==> src/rtl/if_stage_pkg.sv <==
// ---------------------------------------------------------------------------
// if_stage_pkg
// Shared definitions for the instruction-fetch stage.
//   - default values for the datapath width, reset PC and bubble encoding
//   - next-PC selection enum and the helper that resolves its priority
// ---------------------------------------------------------------------------
package if_stage_pkg;

  localparam int          XLEN_DEF      = 32;
  localparam logic [31:0] RESET_PC_DEF  = 32'h0000_0000;
  localparam logic [31:0] NOP_INSTR_DEF = 32'h0000_0013;  // addi x0,x0,0

  typedef enum logic [1:0] {
    NPC_ADVANCE  = 2'd0,
    NPC_HOLD     = 2'd1,
    NPC_REDIRECT = 2'd2
  } npc_sel_e;

  // A resolved branch/jump always wins over a load-use stall: the stalled
  // instruction sits on the wrong path and is being squashed anyway.
  function automatic npc_sel_e npc_select(input logic redirect,
                                          input logic stall);
    npc_sel_e sel;
    if (redirect)   sel = NPC_REDIRECT;
    else if (stall) sel = NPC_HOLD;
    else            sel = NPC_ADVANCE;
    return sel;
  endfunction

endpackage

==> src/rtl/if_stage_if_id_reg.sv <==
// ---------------------------------------------------------------------------
// if_id_reg
// PC / instruction / valid pipeline register with hold and flush controls.
// Flush has priority over stall and loads a bubble (NOP, valid=0) while still
// capturing the PC, so the bubble carries the address of the discarded slot.
// Ports:
//   clk, rstn          clock, asynchronous active-low reset
//   stall              hold current contents
//   flush              replace contents with a bubble
//   fetch_pc/_instr    values presented by the upstream stage
//   pc, instr, valid   registered stage contents
// ---------------------------------------------------------------------------
module if_id_reg
  import if_stage_pkg::*;
#(
  parameter int          XLEN      = XLEN_DEF,
  parameter logic [31:0] NOP_INSTR = NOP_INSTR_DEF
) (
  input  logic            clk,
  input  logic            rstn,
  input  logic            stall,
  input  logic            flush,
  input  logic [XLEN-1:0] fetch_pc,
  input  logic [31:0]     fetch_instr,
  output logic [XLEN-1:0] pc,
  output logic [31:0]     instr,
  output logic            valid
);

  // IF -> ID boundary
  always_ff @(posedge clk or negedge rstn) begin
    if (!rstn) begin
      pc    <= '0;
      instr <= NOP_INSTR;
      valid <= 1'b0;
    end else if (flush) begin
      pc    <= fetch_pc;
      instr <= NOP_INSTR;
      valid <= 1'b0;
    end else if (!stall) begin
      pc    <= fetch_pc;
      instr <= fetch_instr;
      valid <= 1'b1;
    end
  end

endmodule

==> src/rtl/if_stage.sv <==
// ---------------------------------------------------------------------------
// if_stage
// Instruction-fetch stage: PC register, next-PC mux, IF/ID register,
// misaligned-redirect flag and fetched-instruction counter.
// Ports:
//   clk, rstn            clock, asynchronous active-low reset
//   stall                load-use hold of PC and IF/ID
//   redirect/_pc         taken branch / jump from EX and its target
//   imem_addr            byte address to instruction memory (= pc_IF)
//   imem_rdata           same-cycle instruction word from memory
//   pc_IF, instr_IF      current fetch PC and the word read there
//   pc_ID, instr_ID      contents of the IF/ID register
//   valid_ID             0 when ID holds a bubble
//   misalign             one-cycle pulse after a redirect to a non-word target
//   fetch_cnt            number of instructions accepted into ID (wraps)
// ---------------------------------------------------------------------------
module if_stage
  import if_stage_pkg::*;
#(
  parameter int              XLEN      = XLEN_DEF,
  parameter logic [XLEN-1:0] RESET_PC  = RESET_PC_DEF[XLEN-1:0],
  parameter logic [31:0]     NOP_INSTR = NOP_INSTR_DEF
) (
  input  logic            clk,
  input  logic            rstn,
  input  logic            stall,
  input  logic            redirect,
  input  logic [XLEN-1:0] redirect_pc,
  output logic [XLEN-1:0] imem_addr,
  input  logic [31:0]     imem_rdata,
  output logic [XLEN-1:0] pc_IF,
  output logic [31:0]     instr_IF,
  output logic [XLEN-1:0] pc_ID,
  output logic [31:0]     instr_ID,
  output logic            valid_ID,
  output logic            misalign,
  output logic [31:0]     fetch_cnt
);

  localparam logic [XLEN-1:0] PC_STEP = XLEN'(4);

  npc_sel_e        sel;
  logic [XLEN-1:0] pc_p0;
  logic [XLEN-1:0] pc_next;
  logic [XLEN-1:0] target_aligned;

  // Misaligned targets are fetched from the containing word; the low bits
  // only feed the misalign report.
  assign target_aligned = {redirect_pc[XLEN-1:2], 2'b00};

  always_comb begin
    sel     = npc_select(redirect, stall);
    pc_next = pc_p0;
    case (sel)
      NPC_REDIRECT: pc_next = target_aligned;
      NPC_HOLD:     pc_next = pc_p0;
      default:      pc_next = pc_p0 + PC_STEP;  // wraps modulo 2^XLEN
    endcase
  end

  // PC register / IF stage boundary
  always_ff @(posedge clk or negedge rstn) begin
    if (!rstn) begin
      pc_p0     <= RESET_PC;
      misalign  <= 1'b0;
      fetch_cnt <= '0;
    end else begin
      pc_p0    <= pc_next;
      misalign <= (sel == NPC_REDIRECT) && (|redirect_pc[1:0]);
      if (sel == NPC_ADVANCE)
        fetch_cnt <= fetch_cnt + 32'd1;
    end
  end

  assign imem_addr = pc_p0;
  assign pc_IF     = pc_p0;
  assign instr_IF  = imem_rdata;

  // A redirect discards the wrong-path word at IF by flushing instead of
  // latching it, which costs exactly one bubble in ID.
  if_id_reg #(
    .XLEN      (XLEN),
    .NOP_INSTR (NOP_INSTR)
  ) u_if_id (
    .clk         (clk),
    .rstn        (rstn),
    .stall       (stall),
    .flush       (redirect),
    .fetch_pc    (pc_p0),
    .fetch_instr (imem_rdata),
    .pc          (pc_ID),
    .instr       (instr_ID),
    .valid       (valid_ID)
  );

endmodule

==> config.mk <==
export PLATFORM = sky130hd
export DESIGN_NAME = if_stage
export DESIGN_NICKNAME = d
export VERILOG_FILES = /design/src/rtl/if_stage_pkg.sv /design/src/rtl/if_stage_if_id_reg.sv /design/src/rtl/if_stage.sv
export SDC_FILE = /design/constraint.sdc
export NUM_CORES = 1
export LEC_CHECK = 0
export ABC_AREA = 1
export CAP_MARGIN = 20
export CORE_ASPECT_RATIO = 0.5
export CORE_UTILIZATION = 45
export DETAILED_ROUTE_END_ITERATION = 16
export GPL_TIMING_DRIVEN = 0
export PLACE_DENSITY = 0.92
export RECOVER_POWER = 50
export SLEW_MARGIN = 20
export SYNTH_ARGS = -nofsm -noshare
export SYNTH_HDL_FRONTEND = slang
export SYNTH_HIERARCHICAL = 1
export SYNTH_SLANG_ARGS = --single-unit
==> constraint.sdc <==
create_clock -name clk -period 2 [get_ports clk]
set_input_delay 0.4 -clock clk [delete_from_list [all_inputs] [get_ports clk]]
set_output_delay 0.4 -clock clk [all_outputs]
set_load 0.005 [all_outputs]
# After elaboration in Yosys (flattened, before gate mapping)
# Index checks and enable logic that the tools add are counted.
word_totals:
  reg_bits: 130
  latchBits: 0
  mem_bits_rw: 0
  rom_bits: 0
  out_inout_bits: 194
  elab_cells: 23
  memories: 0
op_classes:
  addsub: 2
  multipliers: 0
  div: 0
  magnitude_cmp: 0
  eq_ne: 3
  n_shift: 0
  mux: 9
  n_bitwise: 0
  n_reduce_logical: 3
ops:
  columns: ["operator", "n"]
  rows:
  - ["32-bit two-way mux", 4]
  - ["32-bit case mux with 2 select lines", 1]
  - ["32-bit by 1-bit adder with 32-bit output (second input constant)", 1]
  - ["32-bit by 3-bit adder with 32-bit output (second input constant)", 1]
  - ["1-bit two-way mux", 3]
  - ["2-bit by 1-bit == test with 1-bit output (second input constant)", 1]
  - ["2-bit == test (second input constant)", 1]
  - ["2-bit logical NOT", 1]
  - ["2-bit two-way mux", 1]
  - ["2-bit by 1-bit inequality test with 1-bit output (second input constant)", 1]
  - ["2-bit OR reduction", 1]
  - ["1-bit logical AND", 1]

# Depth between registers and ports, before layout
# Gate-level depths: netlist of run 1.
logic_depth:
  ltp_word: 4
  depth_mapped: 10
  depth_no_buf: 10

# Cells and area by module
# Netlist of run 1, hierarchy kept.
by_module_without_submodules:
  columns: ["module", "n_inst", "cells_per_inst", "area_each_um2", "seq_area_each_um2"]
  rows:
  - ["if_stage", 1, 660, 4509.3, 1576.5]
  - ["if_id_reg", 1, 285, 2640.0, 1630.3]

# Least setup slack after synthesis of run 1
# Ideal clock, no wire load.
synth_path:
  kind: "register -> register"
  start: "register pc_p0[2] (netlist: imem_addr[2])"
  end: "register pc_p0[26] (netlist: imem_addr[26])"
  setup_ns: 0.116
  arrival_time_ns: 1.377
  path_slack_ns: 0.506
  path_stages_with_launch: 11
  path_buffers: 0
  period_less_slack_ns: 1.494
  path_cell_list: "dfrtp_1 ha_1 inv_1 nor2_1 nand2_1 nor2_4 nand3_1 nand2_1 inv_1 nand2_1 nand2_1"
synth_between:
  elab_chain_cells: 2
synth_lines:
  columns: ["element", "line_no", "source"]
  rows:
  - ["start, declared", "if_stage.sv:43", "logic [XLEN-1:0] pc_p0;"]
  - ["start signal, assigned", "if_stage.sv:68", "pc_p0 <= pc_next;"]
  - ["32-bit by 3-bit adder with 32-bit output", "if_stage.sv:57", "default: pc_next = pc_p0 + PC_STEP;"]
  - ["32-bit case mux with 2 select lines", "if_stage.sv:54", "case (sel)"]
# No other way between the ends.
# A chain may end at the register's enable or synchronous reset.

# Worst setup path after layout of run 1
layout_path:
  start: "register pc_p0[28] (netlist: imem_addr[28])"
  end: "output port pc_IF[28]"
layout_rtl:
  columns: ["element", "line_no", "source"]
  rows:
  - ["end, declared", "if_stage.sv:31", "output logic [XLEN-1:0] pc_IF,"]
# No word-level cell between the ends.

==> results of run 1 <==
flip-flops by register name, indices dropped and copies added (netlist names):
register and flops:
imem_addr 30, u_if_id/instr 32, u_if_id/pc 32, fetch_cnt 32
u_if_id/valid 1, misalign 1
path summary, 6_finish.rpt:
check | end | slack [ps] | cells past startpoint
worst max-delay path | pc_IF[28] | 30 | 2
worst min-delay path | fetch_cnt[31] | 480 | 2
worst max register to register | imem_addr[26] | 200 | 10
worst min register to register | u_if_id/valid | 490 | 2
max in group asynchronous | imem_addr[18] | 430 | 3
min in group clk | u_if_id/valid | 480 | 2
cell usage after synthesis:
master and n:
nand3_1 127, clkbuf_1 4, inv_2 5, buf_4 82, xnor2_1 14, nor3_1 8, dfrtp_1 125, inv_1 71
nand2_1 341, nor2_4 2, a21oi_1 1, conb_1 1, ha_1 2, o21ai_1 3, nor2_2 9, nor2_1 67
nand3_4 1, a22o_1 8, o21bai_1 5, buf_6 1, nand3b_2 1, dfstp_2 3, o211ai_1 6, xor2_1 17
clkinv_1 1, nor3_2 2, buf_2 13, o21ai_0 16, inv_4 1, nand3b_1 2, nand4_1 6
report_power, final:
part	leakage, nW	switching, mW	internal, mW
Combinational	3.11	0.710	1.03
Clock	0.289	1.25	1.98
Sequential	1.60	0.343	2.85
metal layers:
layer	vias up	track usage, %	wire [um]
met3	75	4.37	1520
met1	3504	34.6	9170
met5	-	0	0
li1	3476	-	-
met4	0	13.0	700
met2	358	49.3	11300
what timing repair did:
action                                 in CTS  in global routing
buffers inserted                            0                  0
pin swaps                                   0                  0
gates resized for setup                     8                 17
setup endpoints to repair                   8                 36
hold buffers                                1                  0
endpoints found under the hold margin      49                  0
worst max-delay path, stage by stage, from the launching register on:
cell and delay, ps:
dfrtp_1 500, buf_4 160, clkdlybuf4s50_1 490
cell families after synthesis:
group | Yosys count | synth area share (%)
adders and majority gates | 2 | 0.350
buffers and inverters | 178 | 14.0
xor gates and xnor gates | 31 | 3.80
DFF | 128 | 44.9
and+or+nand+nor | 566 | 33.4
other | 1 | 0.0525
AOI/OAI and AO/OA | 39 | 3.54
final cells by class:
type                       instances  area (um2)
clock buffer                      17         425
buffer                           100         682
tap                              204         255
timing repair buffer             259        2600
clock inverter                    14         184
multi-input combinational        644        2950
sequential                       128        3240
fill                            1148        4830
inverter                          78         295
metrics by stage:
| stage | utilization (%) | setup TNS, ps | setup slack [ps] |
|---|---|---|---|
| 2_1_floorplan | - | 0 | 506 |
| 3_3_place_gp | 64.7 | -563160 | -4370 |
| 3_5_place_dp | 64.9 | -14680 | -404 |
| 4_1_cts | 68.9 | 0 | 5.67 |
| 5_1_grt | 68.7 | 0 | 12.9 |
| 6_report | 68.7 | 0 | 32.6 |
==> qor.csv, run 1 <==
stage,metric,value,unit
sta,fin_crit_sh,98.4,%
worst_setup_path,worstSetupPathType,flip-flop to primary output,
placed_design,place_inst,1412,
cts,cts_buffers,17,
drt,wl_per_cell,15.7,um
cells_and_area,layout_commonest_cell,nand2_1,
power,peakVddDrop,0.596,mV
placed_design,port-buffer-count,257,
synthesis,synth.largest_area_cell,dfrtp_1,
floorplan,coreArea,0.0155,mm2
drt,drtPass1Iterations,5,
power,p_total,8.16,mW
floorplan,start_util,46.3,%
drt,ant_nets,0,
worst_hold_path,hold_path_class,primary input to async pin,
placed_design,dpl.hpwl,16300,um
cells_and_area,nNetsFinal,1298,
floorplan,io_pins,262,
cts,path_clk_slew,70,ps
sta,slew_headroom,52.3,%
sta,final-max-slew-violation-count,0,
drt,viasPerCell,5.13,
cts,cts_num_sinks,128,
cells_and_area,antennaDiodeCount,0,
sta,worst_pin_slew,716,ps
global_routing,grt_max_degree,80,
cells_and_area,final_cell_area,0.0106,mm2
global_routing,grt_util_all_layers,28.2,%
worst_setup_path,arrival,1570,ps
placed_design,dpl_cell_area,0.0100,mm2
worst_setup_path,timing.rr.start,imem_addr[3],
global_routing,grt_pass1_vias,7278,
synthesis,synth.distinct_cells,31,
worst_setup_path,worstSetupStartpointType,flip-flop,
cells_and_area,drive_gt1_share,13.5,%
synthesis,synth.yosys.warnings,6,
cells_and_area,syn_to_final_growth,48.6,%
placed_design,gp_congestion,0.877,
floorplan,die_w,180,um
synthesis,avgSynthCellArea,7.57,um2
cells_and_area,final_cell_mix,"nand2_1, clkdlybuf4s50_1, nand3_1, dfrtp_1, buf_4",
sta,setup_violations,0,
sta,hold_viol,0,
synthesis,synth_area,0.00715,mm2
cts,cts_max_level,4,
sta,whs,479,ps
sta,clock-skew-final,10.6,ps
worst_setup_path,cp.required,1600,ps
sta,max_clock_freq,0.508,GHz
synthesis,synth.area.top_cells,"dfrtp_1, nand2_1, nand3_1",
cts,cts-root-buf,clkbuf_16,
worst_setup_path,worstSetupStartpoint,imem_addr[28],
power,pwr_density_cell,768,mW/mm2
cells_and_area,final_cells,1444,
floorplan,num_rows,32,
synthesis,yosysSeqAreaShare,44.9,%
cts,clock_path_buffers,2,
status,status,completed,
drt,drc,0,
cts,tritoncts,done,
drt,routed_wirelength,22700,um
drt,vias,7413,
worst_setup_path,worstSetupEndpointType,primary output,
job,cap_violations,0,
global_routing,antenna_found_initial,0,
global_routing,grt_overflow,0,
global_routing,grt_pass1_wl,36800,um
sta,min_period,1970,ps
worst_setup_path,critPathMaxFanout,6,
power,p_leak,5.00,nW
sta,rsz0062_at_grt,no,
floorplan,fp.dieArea,0.0164,mm2
synthesis,ys_seq_elements,128,
cts,worstSkewPairLatency,420,ps
floorplan,die_h,91.1,um
synthesis,netlist.area_leader.share,43.8,%
drt,dr.first_iter.drc_count,521,
synthesis,syn_inst,945,
Power figures use the tool's default switching activity.
==> run 2, diff against run 1 <==
--- a/config.mk
+++ b/config.mk
@@ -10,7 +10,6 @@
 export CORE_ASPECT_RATIO = 0.5
 export CORE_UTILIZATION = 45
 export DETAILED_ROUTE_END_ITERATION = 16
-export GPL_TIMING_DRIVEN = 0
 export PLACE_DENSITY = 0.92
 export RECOVER_POWER = 50
 export SLEW_MARGIN = 20
==> run 2 against run 1 <==
  * Critical endpoint is now imem_addr[19]
  * Hold slack got worse by 68 ps
  * Routed wire length fell by 5.8%
  * Utilization fell by 3.7 points
  * Highest routed layer unchanged
  * Worst setup slack improved by 57 ps
  * Sequential share of layout area rose by 1.5 points
==> qor.csv, run 2 (synthesis gave the netlist of run 1 again) <==
stage,metric,value,unit,change
sta,worst_pin_slew,939,ps,+223 ps
sta,fin_crit_sh,95.5,%,-2.9 points
floorplan,start_util,46.3,%,unchanged
global_routing,grt_overflow,0,,unchanged
drt,routed_wirelength,21400,um,-5.8%
worst_setup_path,worstSetupStartpointType,primary input,,
power,p_comb_share,20.1,%,-1.2 points
cts,cts-root-buf,clkbuf_16,,
sta,max_clock_freq,0.523,GHz,+3.0%
drt,ant_nets,0,,unchanged
worst_setup_path,critPathMaxStageDelay,470,ps,-30 ps
worst_setup_path,r2r-end,imem_addr[22],,
cells_and_area,nFillCells,1199,,+4.4%
cts,post-cts-setup-buffers,0,,unchanged
cells_and_area,antennaDiodeCount,0,,unchanged
cells_and_area,final_util,65.0,%,-3.7 points
worst_setup_path,arrival,2250,ps,+680 ps
worst_setup_path,crit_end,imem_addr[19],,
placed_design,dpl.hpwl,15300,um,-5.9%
cells_and_area,top_regs,"fetch_cnt: 32 flops, u_if_id/instr: 32 flops, u_if_id/pc: 32 flops",,
cells_and_area,final_cell_area,0.0100,mm2,-5.4%
worst_setup_path,critPathMaxFanout,12,,+6
cells_and_area,nNetsFinal,1221,,-5.9%
sta,setup_violations,0,,unchanged
worst_setup_path,cp.required,2340,ps,+740 ps
sta,rsz0062_at_grt,no,,
cts,tritoncts,done,,
cells_and_area,final_cell_mix,"nand2_1, clkdlybuf4s50_1, nand3_1, dfrtp_1, inv_1",,
placed_design,post-place-ws,-238,ps,+166 ps
sta,fin_tns_setup,0,ps,unchanged
cts,cts_buffers,17,,unchanged
sta,clock-skew-final,11.1,ps,+0.479 ps
worst_setup_path,path_cells,clkdlybuf4s50_1 -> clkbuf_4 -> nor2_2 -> inv_1 -> buf_4 -> o21ai_0 -> inv_1 -> nand2_1,,
floorplan,fp.dieArea,0.0164,mm2,unchanged
sta,fin_ws,89.7,ps,+57.1 ps
power,p_switching,2.24,mW,-2.8%
placed_design,port-buffer-count,257,,unchanged
cts,cts.repair.resized,0,,-8
drt,drtPass1Iterations,8,,+3
worst_setup_path,timing.rr.start,imem_addr[2],,
power,p_seq_share,40.1,%,+1.0 points
global_routing,grt_max_degree,94,,+18%
worst_setup_path,rr_worst_depth,10,,unchanged
global_routing,grt_pass1_vias,6916,,-5.0%
global_routing,antenna_found_initial,0,,unchanged
power,internal_power,5.65,mW,-3.5%
worst_setup_path,worstSetupEndpointType,flip-flop,,
worst_setup_path,path_buf_inv,5,,+3
drt,wl_per_cell,15.6,um,-0.56%
worst_setup_path,cp_common_cell,inv_1,,
floorplan,die_h,91.1,um,unchanged
sta,final-max-slew-violation-count,0,,unchanged
power,p_leak,4.68,nW,-6.4%
floorplan,num_rows,32,,unchanged
worst_setup_path,slowest_stage,clkdlybuf4s50_1,,
cells_and_area,layout_commonest_cell,nand2_1,,
worst_setup_path,cp_top_family,buffers and inverters,,
global_routing,grt_pass1_wl,34000,um,-7.6%
power,sw_frac_of_total,28.4,%,+0.15 points
drt,vias,7131,,-3.8%
cts,path_clk_slew,60,ps,about the same
drt,viasPerCell,5.21,,+1.5%
worst_setup_path,path_depth,8,,+6
floorplan,io_pins,262,,unchanged
worst_setup_path,worstSetupStartpoint,redirect,,
power,peakVddDrop,0.625,mV,+4.8%
power,pwr_density_cell,785,mW/mm2,+2.2%
floorplan,coreArea,0.0155,mm2,unchanged
power,p_total,7.89,mW,-3.3%
status,status,completed,,
cts,clock_path_buffers,2,,unchanged
job,cap_violations,0,,unchanged
placed_design,dpl_cell_area,0.00951,mm2,-5.1%
sta,min_period,1910,ps,-57.1 ps
floorplan,die_w,180,um,unchanged
sta,hold_viol,0,,unchanged
worst_setup_path,r2r_slack,170,ps,-30 ps
cells_and_area,drive_gt1_share,6.19,%,-7.3 points
cells_and_area,syn_to_final_growth,40.5,%,
global_routing,grt_util_all_layers,25.8,%,-2.5 points
placed_design,gp_congestion,0.906,,+3.3%
power,pwr-share-clk,39.8,%,+0.2 points
cts,cts_max_level,4,,unchanged
cts,cts_num_sinks,128,,unchanged
drt,dr.first_iter.drc_count,496,,-4.8%
cts,worstSkewPairLatency,410,ps,about the same
worst_hold_path,hold_path_class,primary input to async pin,,
drt,drc,0,,unchanged
sta,slew_headroom,37.4,%,-15 points
worst_setup_path,worstSetupPathType,primary input to flip-flop,,
## run 2: cell types whose count changed in the layout (fill, tap and decap cells not counted), sizes merged
cell,change
dlymetal6s2s,-1
clkbuf,-3
clkinv,-1
dlygate4sd3,-2
bufinv,-1
inv,+2
buf,-71
clkdlybuf4s50,+2
clkinvlp,-1
## run 2: worst min path at each step
stage / from / end
2_1_floorplan: rstn / fetch_cnt[0]
3_3_place_gp: rstn / misalign
3_5_place_dp: rstn / imem_addr[28]
4_1_cts: rstn / misalign
5_1_grt: rstn / imem_addr[28]
6_report: rstn / misalign
## run 2: final cells by class
class	instances	area (um2)	share of cell area (%)
sequential	128	3210	31.9
clock buffer	19	443	4.41
multi-input combinational	644	2940	29.3
inverter	78	295	2.94
timing repair buffer	282	2750	27.4
tap	204	255	2.54
clock inverter	13	153	1.52
## run 2: per-layer routing
| metal | track usage, % | routed length [um] |
|---|---|---|
| met2 | 46.0 | 10900 |
| met4 | 11.8 | 642 |
| met5 | 0 | 0 |
| met1 | 30.7 | 8620 |
| met3 | 4.21 | 1230 |
## run 2: worst reg2reg max path, delay by kind of cell (launching register included)
kind          cells  cell delay (ps)
fa+ha+maj         1              260
buf+inv           1               60
flops             1              490
simple gates      8              910
## run 2: metrics by stage
| stage | hold slack, ps | cells |
|---|---|---|
| after detailed placement | 227 | 1335 |
| after floorplan | 104 | 950 |
| after global routing | 427 | 1368 |
| after CTS | 343 | 1368 |
| after global placement | 223 | 1335 |
| final | 411 | 1368 |
## run 2: power by group through the flow
| stage | Combinational [mW] | Sequential, mW | Clock, mW |
|---|---|---|---|
| after floorplan | 0.668 | 3.14 | 0 |
| after global placement | 1.54 | 3.19 | 0 |
| after detailed placement | 1.59 | 3.19 | 0 |
| after CTS | 1.61 | 3.16 | 3.18 |
| after global routing | 1.72 | 3.19 | 3.30 |
| final | 1.59 | 3.16 | 3.14 |
## run 2: repair_timing
action,CTS,global route
hold buffers,1,0
endpoints found under the hold margin,3,0
endpoints found under the setup margin,0,0
==> run 3, diff against run 2 <==
--- a/config.mk
+++ b/config.mk
@@ -8,11 +8,11 @@
 export ABC_AREA = 1
 export CAP_MARGIN = 20
 export CORE_ASPECT_RATIO = 0.5
+export CORE_MARGIN = 4
 export CORE_UTILIZATION = 45
 export DETAILED_ROUTE_END_ITERATION = 16
 export PLACE_DENSITY = 0.92
 export RECOVER_POWER = 50
-export SLEW_MARGIN = 20
 export SYNTH_ARGS = -nofsm -noshare
 export SYNTH_HDL_FRONTEND = slang
 export SYNTH_HIERARCHICAL = 1
==> run 3 against run 2 <==
  * Critical path depth shrank 7
  * First-iteration DRC count down 5.2%
  * Maximum frequency down 1.1%
  * Critical endpoint is now imem_addr[27]
  * Largest cell class unchanged
  * Highest routed layer is now met5
==> qor.csv, run 3 (synthesis gave the netlist of run 1 again) <==
stage,metric,value,unit,change
worst_setup_path,arrival,1530,ps,-720 ps
drt,wl_met2,11100,um,+1.5%
power,peakVddDrop,0.590,mV,-5.7%
job,cap_violations,0,,unchanged
cells_and_area,top_regs,"fetch_cnt: 32 flops, u_if_id/instr: 32 flops, u_if_id/pc: 32 flops",,
placed_design,gp_congestion,0.912,,+0.63%
cells_and_area,multiInputGateArea,0.00294,mm2,-0.17%
cts,worstSkewPairLatency,420,ps,about the same
worst_setup_path,slowest_stage,clkdlybuf4s50_1,,
drt,vias,7029,,-1.4%
worst_setup_path,worstSetupEndpointType,primary output,,
drt,wl_met3,1610,um,+31%
drt,dr.max_layer_used,met5,,
floorplan,start_util,46.1,%,-0.12 points
cts,cts_buffers,17,,unchanged
worst_setup_path,cp.required,1600,ps,-740 ps
drt,dr.first_iter.drc_count,470,,-5.2%
global_routing,grt_pass1_vias,6981,,+0.94%
cts,cts_max_level,4,,unchanged
sta,max_clock_freq,0.518,GHz,-1.1%
worst_setup_path,path_buf_inv,1,,-4
sta,fin_tns_setup,0,ps,unchanged
floorplan,die_h,97.1,um,+6.6%
placed_design,dpl.hpwl,16400,um,+6.8%
cells_and_area,syn_to_final_growth,39.9,%,
floorplan,die_w,186,um,+3.3%
worst_setup_path,critPathMaxFanout,7,,-5
worst_hold_path,hold_start,stall,,
sta,fin_crit_sh,96.5,%,+1.0 points
floorplan,io_pins,262,,unchanged
worst_setup_path,cp_top_family,buffers and inverters,,
power,pwr_density_cell,779,mW/mm2,-0.75%
cells_and_area,nNetsFinal,1219,,-0.16%
worst_setup_path,path_cells,clkdlybuf4s50_1,,
cts,cts-root-buf,clkbuf_16,,
sta,rsz0062_at_grt,no,,
status,status,completed,,
floorplan,coreArea,0.0155,mm2,+0.26%
cts,path_clk_slew,60,ps,about the same
drt,wl_met1,8830,um,+2.5%
worst_setup_path,worstSetupStartpoint,imem_addr[27],,
sta,slew_headroom,33.3,%,-4.1 points
drt,ant_nets,0,,unchanged
floorplan,num_rows,32,,unchanged
power,p_total,7.80,mW,-1.2%
cells_and_area,antennaDiodeCount,0,,unchanged
sta,clock-skew-final,13.3,ps,+2.24 ps
floorplan,fp.dieArea,0.0181,mm2,+10%
cells_and_area,layout_commonest_cell,nand2_1,,
sta,hold_viol,0,,unchanged
sta,setup_violations,0,,unchanged
drt,wl_per_cell,16.2,um,+3.7%
cts,cts_num_sinks,128,,unchanged
worst_setup_path,critPathMaxStageDelay,570,ps,+100 ps
cells_and_area,drive_gt1_share,6.02,%,-0.16 points
global_routing,grt_max_degree,59,,-37%
cts,clock_path_buffers,2,,unchanged
global_routing,antenna_found_initial,1,,+1
cells_and_area,nFillCells,1211,,+1.0%
drt,viasPerCell,5.15,,-1.3%
global_routing,grt_util_all_layers,24.0,%,-1.7 points
worst_setup_path,worstSetupPathType,flip-flop to primary output,,
cts,post-cts-setup-buffers,0,,unchanged
worst_hold_path,hold_path_class,primary input to flip-flop,,
sta,min_period,1930,ps,+20.6 ps
drt,drtPass1Iterations,5,,-3
global_routing,grt_overflow,0,,unchanged
cts,tritoncts,done,,
drt,drc,0,,unchanged
cells_and_area,final_cell_mix,"nand2_1, clkdlybuf4s50_1, nand3_1, dfrtp_1, inv_1",,
sta,worst_pin_slew,999,ps,+59.8 ps
sta,final-max-slew-violation-count,0,,unchanged
sta,whs,487,ps,+75.8 ps
cells_and_area,regArea,0.00321,mm2,unchanged
worst_setup_path,worstSetupStartpointType,flip-flop,,
power,p_leak,4.66,nW,-0.38%
worst_setup_path,timing.rr.start,imem_addr[2],,
placed_design,port-buffer-count,257,,unchanged
global_routing,grt_pass1_wl,35400,um,+4.3%
drt,routed_wirelength,22200,um,+3.5%
run 3: cell type report:
cell class | instances | share of cell area (%)
multi-input cells | 644 | 29.4
clock inverters | 15 | 1.56
repair buffers | 280 | 27.3
inverters | 78 | 2.94
well taps | 204 | 2.55
clock buffers | 17 | 4.25
flip-flops and latches | 128 | 32.1
run 3: routing by layer:
| metal | global-route usage (%) | vias up |
|---|---|---|
| li1 | - | 3317 |
| met5 | 0 | - |
| met4 | 9.35 | 2 |
| met1 | 30.4 | 3304 |
| met3 | 3.66 | 57 |
| met2 | 41.3 | 349 |
run 3: power by group:
part | leakage, nW | switching, mW | total (mW) | internal [mW]
registers | 1.63 | 0.327 | 3.16 | 2.84
logic | 2.75 | 0.671 | 1.57 | 0.902
clock network | 0.285 | 1.31 | 3.06 | 1.75
total | 4.66 | 2.30 | 7.80 | 5.49
run 3: path summary, 6_finish.rpt:
check,to,slack [ps],cells after the start
worst max-delay path,imem_addr[27],70,1
worst min-delay path,u_if_id/instr[0],490,4
worst max register to register,imem_addr[22],220,10
worst min register to register,fetch_cnt[31],500,2
max in group asynchronous,u_if_id/pc[26],350,3
min in group asynchronous,u_if_id/instr[18],610,2
run 3: timing repair:
item | in CTS | in global routing
endpoints found under the hold margin | 27 | 0
resized for setup | 0 | 0
setup endpoints to repair | 0 | 0
hold buffers | 1 | 0
run 3: per-stage QoR:
step / worst slack (ps) / cells / util, % / cell area (um2)
after floorplan: 506 / 950 / - / 7170
after global placement: -35.8 / 1333 / 61.1 / 9470
after detailed placement: -80.9 / 1333 / 61.1 / 9470
after CTS: 81.1 / 1366 / 64.9 / 10100
after global routing: 20.9 / 1366 / 64.6 / 10000
final: 69.1 / 1366 / 64.6 / 10000
